## config.mk

```make
export PLATFORM = sky130hd
export DESIGN_NAME = regdecr_nstage_valrdy
export DESIGN_NICKNAME = d
export VERILOG_FILES = /design/src/rtl/regdecr_pkg.sv /design/src/rtl/regdecr_stage.sv /design/src/rtl/regdecr_nstage_valrdy.sv
export SDC_FILE = /design/constraint.sdc
export NUM_CORES = 1
export LEC_CHECK = 0
export BUFFER_PORTS_ARGS = -buffer_cell sky130_fd_sc_hd__buf_4
export CORE_AREA = 5 5 65 67
export CTS_CLUSTER_DIAMETER = 30
export DETAILED_ROUTE_END_ITERATION = 12
export DIE_AREA = 0 0 70 72
export GPL_TIMING_DRIVEN = 1
export PLACE_DENSITY = 0.44
export SETUP_SLACK_MARGIN = 0.2
export SYNTH_ARGS = -nofsm -noshare
export SYNTH_HDL_FRONTEND = slang
export SYNTH_SLANG_ARGS = --single-unit
```

## constraint.sdc

```tcl
create_clock -name clk -period 3.9 [get_ports clk]
set_input_delay 0.78 -clock clk [delete_from_list [all_inputs] [get_ports clk]]
set_output_delay 0.78 -clock clk [all_outputs]
set_load 0.01 [all_outputs]
```

## src/rtl/regdecr_pkg.sv

```systemverilog
// Shared constants and helpers for the registered decrementer pipeline.
// Build option: define REGDECR_SATURATE_EN for saturate-at-zero stages.
package regdecr_pkg;

  localparam int unsigned REGDECR_NBITS_DEFAULT = 8;

  typedef struct packed {
    logic                             val;
    logic [REGDECR_NBITS_DEFAULT-1:0] data;
  } regdecr_stage_t;

  function automatic int unsigned regdecr_occ_width(input int unsigned nstages);
    return $clog2(nstages + 1);
  endfunction

endpackage

```

## src/rtl/regdecr_stage.sv

```systemverilog
// One elastic val/rdy register stage that decrements the message by one.
// Build option: REGDECR_SATURATE_EN clamps the result at zero instead of wrapping.
module regdecr_stage
  import regdecr_pkg::*;
#(
  parameter int unsigned p_nbits = REGDECR_NBITS_DEFAULT
) (
  input  logic               clk,
  input  logic               reset,
  input  logic               in_val,
  output logic               in_rdy,
  input  logic [p_nbits-1:0] in_msg,
  output logic               out_val,
  input  logic               out_rdy,
  output logic [p_nbits-1:0] out_msg
);

  logic               val_q, val_d;
  logic [p_nbits-1:0] data_q, data_d;
  logic [p_nbits-1:0] dec;

  always_comb begin
`ifdef REGDECR_SATURATE_EN
    dec = (in_msg == '0) ? '0 : in_msg - p_nbits'(1);
`else
    dec = in_msg - p_nbits'(1);
`endif
    // Empty, or the held message leaves this cycle: either way we can refill.
    in_rdy = !val_q || out_rdy;
    val_d  = val_q;
    data_d = data_q;
    if (in_rdy) val_d = in_val;
    if (in_rdy && in_val) data_d = dec;
  end

  always_ff @(posedge clk or posedge reset) begin
    if (reset) begin
      val_q  <= 1'b0;
      data_q <= '0;
    end else begin
      val_q  <= val_d;
      data_q <= data_d;
    end
  end

  assign out_val = val_q;
  assign out_msg = data_q;

endmodule

```

## src/rtl/regdecr_nstage_valrdy.sv

```systemverilog
// N-stage elastic registered decrementer with val/rdy on both sides and an occupancy count.
// Build option: REGDECR_SATURATE_EN (passed through to every regdecr_stage).
module regdecr_nstage_valrdy
  import regdecr_pkg::*;
#(
  parameter int unsigned p_nbits   = REGDECR_NBITS_DEFAULT,
  parameter int unsigned p_nstages = 2
) (
  input  logic                                    clk,
  input  logic                                    reset,
  input  logic                                    in_val,
  output logic                                    in_rdy,
  input  logic [p_nbits-1:0]                      in_msg,
  output logic                                    out_val,
  input  logic                                    out_rdy,
  output logic [p_nbits-1:0]                      out_msg,
  output logic [regdecr_occ_width(p_nstages)-1:0] occupancy
);

  localparam int unsigned OW = regdecr_occ_width(p_nstages);

  for (genvar i = 0; i < p_nstages; i++) begin : g_stage
    logic               val;
    logic               rdy;
    logic               up_val;
    logic               down_rdy;
    logic [p_nbits-1:0] up_msg;
    logic [p_nbits-1:0] msg;

    if (i == 0) begin : g_head
      assign up_val = in_val;
      assign up_msg = in_msg;
    end else begin : g_body
      assign up_val = g_stage[i-1].val;
      assign up_msg = g_stage[i-1].msg;
    end

    // Ready ripples back combinationally from out_rdy; there are no skid buffers.
    if (i == p_nstages - 1) begin : g_tail
      assign down_rdy = out_rdy;
    end else begin : g_link
      assign down_rdy = g_stage[i+1].rdy;
    end

    regdecr_stage #(
      .p_nbits (p_nbits)
    ) u_stage (
      .clk     (clk),
      .reset   (reset),
      .in_val  (up_val),
      .in_rdy  (rdy),
      .in_msg  (up_msg),
      .out_val (val),
      .out_rdy (down_rdy),
      .out_msg (msg)
    );
  end

  assign in_rdy  = g_stage[0].rdy;
  assign out_val = g_stage[p_nstages-1].val;
  assign out_msg = g_stage[p_nstages-1].msg;

  logic          in_xfer;
  logic          out_xfer;
  logic [OW-1:0] occupancy_q, occupancy_d;

  always_comb begin
    in_xfer     = in_val && in_rdy;
    out_xfer    = out_val && out_rdy;
    occupancy_d = occupancy_q;
    if (in_xfer && !out_xfer)      occupancy_d = occupancy_q + OW'(1);
    else if (out_xfer && !in_xfer) occupancy_d = occupancy_q - OW'(1);
  end

  always_ff @(posedge clk or posedge reset) begin
    if (reset) occupancy_q <= '0;
    else       occupancy_q <= occupancy_d;
  end

  assign occupancy = occupancy_q;

  always_ff @(posedge clk) begin
    if (!reset) begin
      assert (32'(occupancy_q) <= p_nstages);
      assert (!(out_xfer && !in_xfer && occupancy_q == '0));
      assert (!(in_xfer && !out_xfer && 32'(occupancy_q) == p_nstages));
    end
  end

endmodule

```

==> metrics.md <==
| Metric | Value |
|---|---|
| RSZ-0062 raised after global routing | `no` |
| First-pass GRT wire length | `3690 um` |
| Antenna fix cells | `0` |
| 1st-iter DRT viols | `13` |
| Max_cap viols | `0` |
| CP arrival | `1.52 ns` |
| Worst-path clk slew | `0.13 ns` |
| Clock buffer count from CTS | `3` |
| Post-CTS Repair Setup Buffers | `0` |
| CTS tree | `built` |
| HP Class | `register to register` |
| Root Driver | `clkbuf_4` |
| DR pass1 iterations | `4` |
| Setup TNS | `0 ns` |
| IO Pins | `24` |
| I/O Buffers | `23` |
| Sequential area share after synthesis | `0.488` |
| Row count | `22` |
| Post-route insts no fill | `between 150 and 200` |
| Min Tclk post-route | `2.30 ns` |
| Critical path required time | `3.12 ns` |
| Initial antenna violation count | `0` |
| Max rail drop VDD | `0.142 mV` |
| Kind of end point of the critical path | `primary output` |
| Wire length per cell | `12.6 um` |
| Setup ws final | `approximately 1.6 ns` |
| Placed inst area | `1240 um2` |
| Cell accounting for the most synthesized area | `dfrtp_1` |
| Synth-to-layout area growth | `25.6%` |
| Routability Congestion | `0.700` |
| Slew @ Worst Pin | `0.754 ns` |
| Setup-failing EPs final | `0` |
| Core Area | `3580 um2` |
| Starting density of the core | `0.287` |
| ANT nets after route | `0` |
| Multiplexer share of the synthesized area | `0.0317` |
| P_leak | `0.543 nW` |
| Fin. max-slew vios | `0` |
| Mapped Avg Cell Area | `9.96 um2` |
| Final period util | `0.589` |
| Yosys cell types | `28` |
| DR vias | `804` |
| Post-Synthesis Cells | `103` |
| FF+latch count, synth | `20` |
| Post-Synth XOR/XNOR Area | `0.0598` |
| Post-synth top flop | `dfrtp_1` |
| Hold_buf cts | `0` |
| Net count, final | `140` |
| Area share of the largest cell type after synthesis | `0.488` |
| Setup slack at placement | `1.51 ns` |
| Synth Area in Compound Gates | `0.179` |
| DRC | `0` |
| Grt ovf | `0` |
| Netlist Area Pre-Place | `1030 um2` |
| Post-synth ARST share | `1.00` |
| # resized after CTS | `0` |
| Fmax | `0.435 GHz` |
| Most common cell in the netlist | `dfrtp_1` |
| Largest net degree at the start of global routing | `21` |
| Sink Count | `20` |
| Final Instance Area | `around 1300 um2` |
| Synth top cells by count | `20 x dfrtp_1, 16 x a21oi_1, 8 x a31oi_1` |
| GRT Util Overall | `0.0912` |
| DP Wirelength | `1710 um` |
| Post-Syn Nets | `118` |
| Clock skew | `~0.015 ns` |
| Share of cells above drive strength 1 | `0.266` |
| Post-Place Cells | `168` |
| Critical path peak fanout | `11` |
| Die Y | `between 70 and 80 um` |
| Dominant cells by area after synthesis | `dfrtp_1 49%, a21oi_1 7.8%, a31oi_1 4.9%` |
| Post-synth EDFFs | `0` |
| Die X-Extent | `70 um` |
| Warnings from Yosys | `0` |
| Clk_lat worst skew | `about 0.3 ns` |
| Critical path class | `input port to primary output` |
| Final WL | `approximately 2200 um` |
| Pwr per Cell Area | `499 nW/um2` |
| Status | `finished, final reports clean` |
| Vias per Instance | `4.67` |
| Crit path launch type | `input port` |
| Final hold vios | `0` |
| Die area | `5040 um2` |
| CTS H-tree depth | `1` |
| Longest Clk Path Bufs | `2` |
| Vias in the first global route | `800` |
| Post-Synth Simple-Gate Area | `0.161` |
| Main combinational cell family by area after synthesis | `compound AO/OA/AOI/OAI gates` |
| Rel. slew slack | `0.497` |
| Post-Synth Adder-Cell Area | `0.0366` |
[final cells by class]
cell class	count	area (um2)
clock buffers	3	22.5
well taps	48	60.1
clock inverters	1	30.0
fillers	395	2290
inverters	6	22.5
multi-input cells	71	480
flip-flops and latches	20	500
repair buffers	23	173
[power by group]
group          switching (mW)  internal, mW  total, mW
Sequential             0.0374         0.254      0.292
Clock                  0.0654         0.104      0.169
Combinational          0.0843        0.0973      0.182
Total                   0.187         0.456      0.643
[flip-flops by register name, indices dropped and copies added, names as in the netlist]
name and cells:
g_stage.u_stage.out_msg 16, g_stage.u_stage.out_val 2, occupancy 2
[worst paths after layout]
kind                       cells after the start                                   start                                        end  slack (ns)
max                                            3                                 out_rdy                                     in_rdy        1.60
min in group asynchronous                      2                                   reset     g_stage[1].u_stage.out_val$_DFFE_PP0P_        0.59
max reg2reg                                    6  g_stage[0].u_stage.out_val$_DFFE_PP0P_                   occupancy[1]$_DFFE_PP0P_        1.93
min                                            1                occupancy[1]$_DFFE_PP0P_                   occupancy[1]$_DFFE_PP0P_        0.49
min reg2reg                                    1                occupancy[1]$_DFFE_PP0P_                   occupancy[1]$_DFFE_PP0P_        0.49
max in group asynchronous                      2                                   reset  g_stage[1].u_stage.out_msg[0]$_DFFE_PP0P_        2.82
[kinds of logic after synthesis]
| group | after synthesis |
|---|---|
| AOI/OAI and AO/OA | 32 |
| xor gates and xnor gates | 7 |
| adders and majority gates | 3 |
| buffers and inverters | 12 |
| DFF | 20 |
| muxes | 3 |
| and+or+nand+nor | 26 |
[routing by layer]
layer / wire length [um] / up-vias / track usage
met1: 1020 / 379 / 0.113
li1: - / 407 / -
met3: 88 / 2 / 0.0180
met2: 1020 / 16 / 0.149
met4: 35 / 0 / 0.0511
met5: 0 / - / 0
[stage by stage]
stage | hold slack [ns] | util | power, mW
after global routing | 0.504 | 0.360 | 0.682
after CTS | 0.492 | 0.360 | 0.655
final | 0.485 | 0.360 | 0.643
after global placement | 0.459 | 0.345 | 0.476
after floorplan | 0.504 | - | 0.393
after detailed placement | 0.474 | 0.345 | 0.484
[critical path, stage by stage]
cell and delay [ns]:
buf_4 0.11, nand3b_1 0.36, buf_4 0.27
[cell usage in the layout (no fill, tap or decap)]
master,n
nor2_1,2
mux2_2,2
a21oi_1,16
inv_1,6
nor3_1,1
o31ai_1,2
nand2b_1,6
or3_4,1
or4_1,1
nand2_1,3
buf_4,23
nand3b_1,1
mux2i_1,1
a31oi_1,8
nor3b_1,2
o41ai_1,1
or4_4,1
o21ai_0,4
clkbuf_4,3
a21bo_2,1
ha_1,3
and2_1,2
or3b_1,1
xor2_1,2
xnor2_1,5
bufinv_16,1
dfrtp_1,20
or2_2,1
nand3_1,1
or3_1,3
No activity file was read; power rests on OpenSTA's default activity.
